## config.mk

```make
export PLATFORM = sky130hd
export DESIGN_NAME = pc_update
export DESIGN_NICKNAME = d
export VERILOG_FILES = /design/src/rtl/npc_pkg.sv /design/src/rtl/next_pc_calc.sv /design/src/rtl/pc_update.sv
export SDC_FILE = /design/constraint.sdc
export NUM_CORES = 1
export LEC_CHECK = 0
export ABC_AREA = 1
export ABC_CLOCK_PERIOD_IN_PS = 2400
export BUFFER_PORTS_ARGS = -buffer_cell sky130_fd_sc_hd__buf_2
export CORE_MARGIN = 8
export CORE_UTILIZATION = 45
export DETAILED_ROUTE_END_ITERATION = 10
export PLACE_DENSITY_LB_ADDON = 0.15
export SLEW_MARGIN = 20
export SYNTH_ARGS = -nofsm -noshare
export SYNTH_HDL_FRONTEND = slang
export SYNTH_HIERARCHICAL = 1
export SYNTH_SLANG_ARGS = --single-unit
```

## constraint.sdc

```tcl
create_clock -name clk -period 2.4 [get_ports clk]
set_input_delay 0.12 -clock clk [delete_from_list [all_inputs] [get_ports clk]]
set_output_delay 0.12 -clock clk [all_outputs]
set_load 0.01 [all_outputs]
```

## src/rtl/npc_pkg.sv

```systemverilog
// npc_pkg: definitions shared by the NPC program-counter stage and its helpers.
//   pcu_state_t      : PC-stage state machine encoding (FETCH, EXEC, TRAP)
//   DEFAULT_RESET_PC : architectural PC loaded on reset
//   PCSEL_*          : {pca_src, pcb_src} encodings for next-PC selection
package npc_pkg;

  typedef enum logic [1:0] {
    FETCH = 2'd0,
    EXEC  = 2'd1,
    TRAP  = 2'd2
  } pcu_state_t;

  localparam logic [31:0] DEFAULT_RESET_PC = 32'h8000_0000;

  // {pca_src, pcb_src}; 2'b00 is reserved and treated like PCSEL_PC_4.
  localparam logic [1:0] PCSEL_PC_IMM  = 2'b11;  // jal, taken branch
  localparam logic [1:0] PCSEL_RS1_IMM = 2'b10;  // jalr
  localparam logic [1:0] PCSEL_PC_4    = 2'b01;  // sequential

endpackage

```

## src/rtl/next_pc_calc.sv

```systemverilog
// next_pc_calc: combinational next-PC generator.
// Ports:
//   pc, rs1, imm      in  XLEN  current PC, source register 1, sign-extended immediate
//   pca_src, pcb_src  in  1     next-PC select from the branch-condition unit
//   dnpc              out XLEN  computed next PC
//   misalign          out 1     dnpc is not 4-byte aligned
module next_pc_calc
  import npc_pkg::*;
#(
  parameter int XLEN = 32
) (
  input  logic [XLEN-1:0] pc,
  input  logic [XLEN-1:0] rs1,
  input  logic [XLEN-1:0] imm,
  input  logic            pca_src,
  input  logic            pcb_src,
  output logic [XLEN-1:0] dnpc,
  output logic            misalign
);

  always_comb begin
    dnpc = pc + XLEN'(4);
    case ({pca_src, pcb_src})
      PCSEL_PC_IMM:  dnpc = pc + imm;
      // jalr clears bit 0 before the alignment check, so an odd rs1+imm
      // can still produce an aligned target.
      PCSEL_RS1_IMM: dnpc = (rs1 + imm) & ~XLEN'(1);
      default:       dnpc = pc + XLEN'(4);
    endcase
  end

  assign misalign = |dnpc[1:0];

endmodule

```

## src/rtl/pc_update.sv

```systemverilog
// pc_update: program-counter stage of the multi-cycle NPC core.
// Holds the architectural PC, issues one fetch request per instruction and
// commits the next PC when the execute result arrives. A misaligned target
// parks the block in TRAP until reset.
// Ports:
//   clk, rst                   core clock, synchronous active-high reset
//   pca_src, pcb_src, rs1, imm execute-stage next-PC inputs
//   ex_valid / ex_ready        execute-result handshake
//   if_req_valid / if_req_ready / if_req_pc   fetch request handshake
//   pc, snpc                   current PC and pc+4 link value
//   misalign                   sticky trap flag
//   retired                    retired-instruction counter (wraps)
module pc_update
  import npc_pkg::*;
#(
  parameter int              XLEN     = 32,
  parameter logic [XLEN-1:0] RESET_PC = XLEN'(npc_pkg::DEFAULT_RESET_PC)
) (
  input  logic            clk,
  input  logic            rst,
  input  logic            pca_src,
  input  logic            pcb_src,
  input  logic [XLEN-1:0] rs1,
  input  logic [XLEN-1:0] imm,
  input  logic            ex_valid,
  output logic            ex_ready,
  output logic            if_req_valid,
  input  logic            if_req_ready,
  output logic [XLEN-1:0] if_req_pc,
  output logic [XLEN-1:0] pc,
  output logic [XLEN-1:0] snpc,
  output logic            misalign,
  output logic [31:0]     retired
);

  pcu_state_t      state_reg;
  logic [XLEN-1:0] pc_reg;
  logic            misalign_reg;
  logic [31:0]     retired_reg;
  logic            if_req_valid_reg;
  logic            ex_ready_reg;

  logic [XLEN-1:0] dnpc_next;
  logic            dnpc_misalign;

  next_pc_calc #(.XLEN(XLEN)) u_next_pc_calc (
    .pc       (pc_reg),
    .rs1      (rs1),
    .imm      (imm),
    .pca_src  (pca_src),
    .pcb_src  (pcb_src),
    .dnpc     (dnpc_next),
    .misalign (dnpc_misalign)
  );

  // Handshake flags are registered decodes of the next state. The request
  // flag is primed during reset so the first request appears in the very
  // first cycle after rst drops; the rst gate below keeps both at 0 while
  // reset is held.
  always_ff @(posedge clk) begin
    if (rst) begin
      state_reg        <= FETCH;
      pc_reg           <= RESET_PC;
      misalign_reg     <= 1'b0;
      retired_reg      <= 32'd0;
      if_req_valid_reg <= 1'b1;
      ex_ready_reg     <= 1'b0;
    end else begin
      case (state_reg)
        FETCH: begin
          if (if_req_ready) begin
            state_reg        <= EXEC;
            if_req_valid_reg <= 1'b0;
            ex_ready_reg     <= 1'b1;
          end
        end
        EXEC: begin
          if (ex_valid) begin
            ex_ready_reg <= 1'b0;
            if (dnpc_misalign) begin
              // pc and retired stay untouched; the faulting pc remains visible.
              state_reg    <= TRAP;
              misalign_reg <= 1'b1;
            end else begin
              state_reg        <= FETCH;
              pc_reg           <= dnpc_next;
              retired_reg      <= retired_reg + 32'd1;
              if_req_valid_reg <= 1'b1;
            end
          end
        end
        TRAP: begin
          if_req_valid_reg <= 1'b0;
          ex_ready_reg     <= 1'b0;
        end
        default: begin
          state_reg        <= TRAP;
          if_req_valid_reg <= 1'b0;
          ex_ready_reg     <= 1'b0;
        end
      endcase
    end
  end

  assign if_req_valid = if_req_valid_reg & ~rst;
  assign ex_ready     = ex_ready_reg & ~rst;
  assign if_req_pc    = pc_reg;
  assign pc           = pc_reg;
  assign snpc         = pc_reg + XLEN'(4);
  assign misalign     = misalign_reg;
  assign retired      = retired_reg;

endmodule

```

==> summary by stage <==
Final layout
The commonest non-fill, non-tap cell in the layout is sky130_fd_sc_hd__nand2_1. Of the cells placed in the final design, the portion with a size suffix greater than 1 is 18.6%. For this run, the share of the core covered by cells in the final layout is 54.3%. At the end of the flow, the number of nets in the layout was between 2000 and 2500. Counting the fill cells in the layout gives approximately 2400.

The number of antenna diodes in the final layout is 0. Compared with the post-synthesis result, the final layout area differs by 19.3%. The library cells used most frequently in the layout, excluding fill and tap cells, are sky130_fd_sc_hd__nand2_1, sky130_fd_sc_hd__inv_1, sky130_fd_sc_hd__nor2_1. The area of combinational cells with multiple inputs is between 7000 and 8000 um2.

The area taken by flip-flops and latches is 1390 um2.

Pwr
Dividing total power by cell area gives a power density of ~360 nW/um2. Across the VDD grid, the largest voltage drop is roughly 0.00035 V. The final total power is ~4400 uW. The leakage component of the power is 0.00686 uW.

Outcome
The run finished, with violations left. The final reports fail on setup timing.

Placement
Routability-driven placement finished with a final weighted congestion of approximately 0.96. The HPWL after detailed placement is roughly 33 mm. The number of I/O port buffers is 200.

Drt
The routed layout has 12500 vias. The per-cell via count in the routed design is between 5 and 6. The overall routed net length is 39.4 mm. Once detail routing completed, the nets flagged for antenna violations numbered 0. For this run, design rule violations remaining after detail routing come to 0. Before antenna repair, the detailed router went through 5 iterations. The initial DRC count is around 1200. Dividing the detail-routed wire length by the instance count gives ~16 um.

Worst setup path
Of all nets on the critical path, the largest fanout is 6. Data on the critical path arrives at its endpoint at ~2.7 ns. The worst register-to-register path has a setup slack of -0.04 ns. In this run the critical register-to-register path is captured at retired[19].

The capturing instance or port of the critical path is retired[19]. The worst reg2reg path depth is 13. In this run the critical register-to-register path is launched from if_req_pc[0].

In this run the worst setup path begins at if_req_pc[0]. The element type at the critical path end is a flip-flop. STA classifies the critical path startpoint as a flip-flop.

The setup path with the least slack is of type flip-flop to flip-flop. The required time of the critical path is ~2.6 ns.

Clocking
For this design, the sink count on the clock tree is between 60 and 70. In this run, post-CTS hold repair placed 0 buffers. The worst-skew pair later-pin latency is about 0.33 ns. The number of H-tree branching levels is 3. Counting the buffers created by CTS gives 9. The clock tree from TritonCTS is yes. The longest clock path from root to sink contains 2 buffers. After clock tree synthesis, the clock-pin slew on the worst setup and hold paths is ~0.06 ns. The cell at the root of the clock tree is sky130_fd_sc_hd__clkbuf_16.

Yosys
The Yosys warning count is 6. The number of nets in the synthesized netlist is between 2000 and 2500. The gate count of the mapped netlist is about 1900. The most used flip-flop cell after synthesis is sky130_fd_sc_hd__dfxtp_1. After synthesis the netlist holds a flip-flop and latch count of 69. The netlist area before placement is around 10000 um2.

The sequential area share after synthesis is 13.5%. The synthesized design contains 0 enable-type register cells. The average cell area after synthesis is 5.38 um2. The netlist uses 47 different library cells. The share of flip-flops with an asynchronous set or reset after synthesis is 0%.

Global route
The number of antenna violations at the first check in global routing came to 0. The number of global-route vias before repair is 11400. The global-route wire length before repair is around 60 mm. The met2 track demand over resource is roughly 41%. The global router's overall resource usage is 27.1%. The most used routing layer in global routing is met2. The met3 capacity usage during global routing is between 4 and 5%. The pin count of the biggest net entering global routing is between 40 and 50. In the global route stage, met1 resource usage came out at between 30 and 40%. The total global routing overflow is 0.

STA
For this run, the top clock speed supported by timing is approximately 400 MHz. Setup violations remaining at the end of the flow were counted as 9. The final number of max-transition violations was 0. For the pin with the worst max-slew slack, the measured transition is 0.985 ns. Setup repair after global routing could not meet its margin everywhere. The sum of negative setup slack is -0.166 ns. The final count of hold timing violations is 0. The relative max-transition margin is between 30% and 40%. The final setup slack of the worst path is -0.0447 ns. Subtracting the final worst setup slack from the clock period gives 2.44 ns. Clock skew on the completed layout was measured at 0.0102 ns. The fraction of the cycle the final worst path needs is 102%.

Die
The row count is 55. The die outline area is around 28000 um2. between 200 and 250 I/O pins were placed.

Measured along the y axis, the die boundary spans roughly 170 um. The initial utilization of the core area, before any placement, comes to roughly 46%. The die boundary width is around 170 um. The floorplan step defined a core boundary enclosing 22400 um2.

Hold path
In this run the worst hold path is classified as input pin to flip-flop.

Run
The number of violations of the max-capacitance limit is 0.
-- Yosys cell counts, drive strengths merged (2+ instances only) --
master / number / area, um2
clkbuf: 13 / 48.8
nand4: 31 / 194
or2: 9 / 56.3
o21a: 2 / 15.0
nand2: 653 / 2480
nand3b: 13 / 97.6
nor2: 245 / 1050
and2: 3 / 18.8
buf: 45 / 318
nor3: 33 / 244
nor4: 2 / 25.0
ha: 64 / 801
xor2: 30 / 263
and3: 3 / 18.8
a21o: 2 / 15.0
o21ai: 73 / 365
fa: 2 / 40.0
a21oi: 78 / 390
nand3: 159 / 841
o211ai: 3 / 22.5
a21boi: 9 / 67.6
dfxtp: 69 / 1380
inv: 330 / 1240
o21bai: 4 / 33.8
xnor2: 14 / 123
o221ai: 4 / 35.0
-- kinds of logic after synthesis --
kind of cell             after synthesis  share of synthesized area [%]
AND/OR/NAND/NOR                     1151                           49.2
buffers and inverters                388                           15.7
adder cells (fa/ha/maj)               66                           8.23
AO/OA/AOI/OAI                        179                           9.54
XOR/XNOR                              44                           3.77
flip-flops                            69                           13.5
-- how the worst min path moves through the flow --
| stage | from | end | slack, ns | cells after the start |
|---|---|---|---|---|
| 6_report | ex_valid | misalign | 0.1 | 3 |
| 2_1_floorplan | ex_valid | misalign | 0.26 | 2 |
| 5_1_grt | ex_valid | misalign | 0.11 | 3 |
| 3_3_place_gp | ex_valid | misalign | 0.40 | 3 |
| 4_1_cts | ex_valid | misalign | 0.07 | 3 |
| 3_5_place_dp | ex_valid | misalign | 0.41 | 3 |
-- metrics by stage --
stage               setup slack (ns)  hold slack, ns  instances  area [um2]
detailed placement            -0.186           0.412       2382       11600
global placement              -0.139           0.403       2382       11600
global route                  -0.161           0.106       2410       12200
floorplan                    0.00864           0.265       1897       10200
finish                       -0.0447          0.0950       2410       12200
CTS                          -0.0778          0.0742       2403       12100
-- power by group --
part	leakage, uW	internal, uW	switching, uW
combinational	0.00615	625	1170
sequential	0.000561	1190	43.2
clock	0.000145	841	561
-- critical path, stage by stage, from the launching register on --
cell                       delay, ns
sky130_fd_sc_hd__dfxtp_2        0.35
sky130_fd_sc_hd__ha_4           0.14
sky130_fd_sc_hd__inv_2          0.03
sky130_fd_sc_hd__fa_1           0.49
sky130_fd_sc_hd__o221ai_2       0.10
sky130_fd_sc_hd__or2_4          0.27
sky130_fd_sc_hd__inv_2          0.07
sky130_fd_sc_hd__nand2_2        0.06
sky130_fd_sc_hd__nor2_4         0.22
sky130_fd_sc_hd__nand3_2        0.13
sky130_fd_sc_hd__nor2_4         0.18
sky130_fd_sc_hd__nand2_2        0.08
sky130_fd_sc_hd__o21ai_1        0.13
sky130_fd_sc_hd__nor2_1         0.06
-- routing by layer --
metal	share of wire [%]	vias to the layer above
met4	1.4	0
met3	7.9	40
li1	-	6352
met1	48	5643
met5	0	-
met2	43	463
-- repair_timing --
action,CTS,global route
setup buffers,5,9
cloned,0,0
setup endpoints to repair,56,65
resized for setup,18,27
pin swaps,7,19
-- area by class of cell --
| type | count | area share [%] |
|---|---|---|
| tap | 285 | 2.93 |
| multi-input combinational | 1440 | 60.2 |
| sequential | 69 | 11.4 |
| inverter | 330 | 10.2 |
| timing repair buffer | 270 | 12.7 |
| clock buffer | 10 | 1.96 |
| clock inverter | 6 | 0.585 |
(Power assumes the default switching activity.)
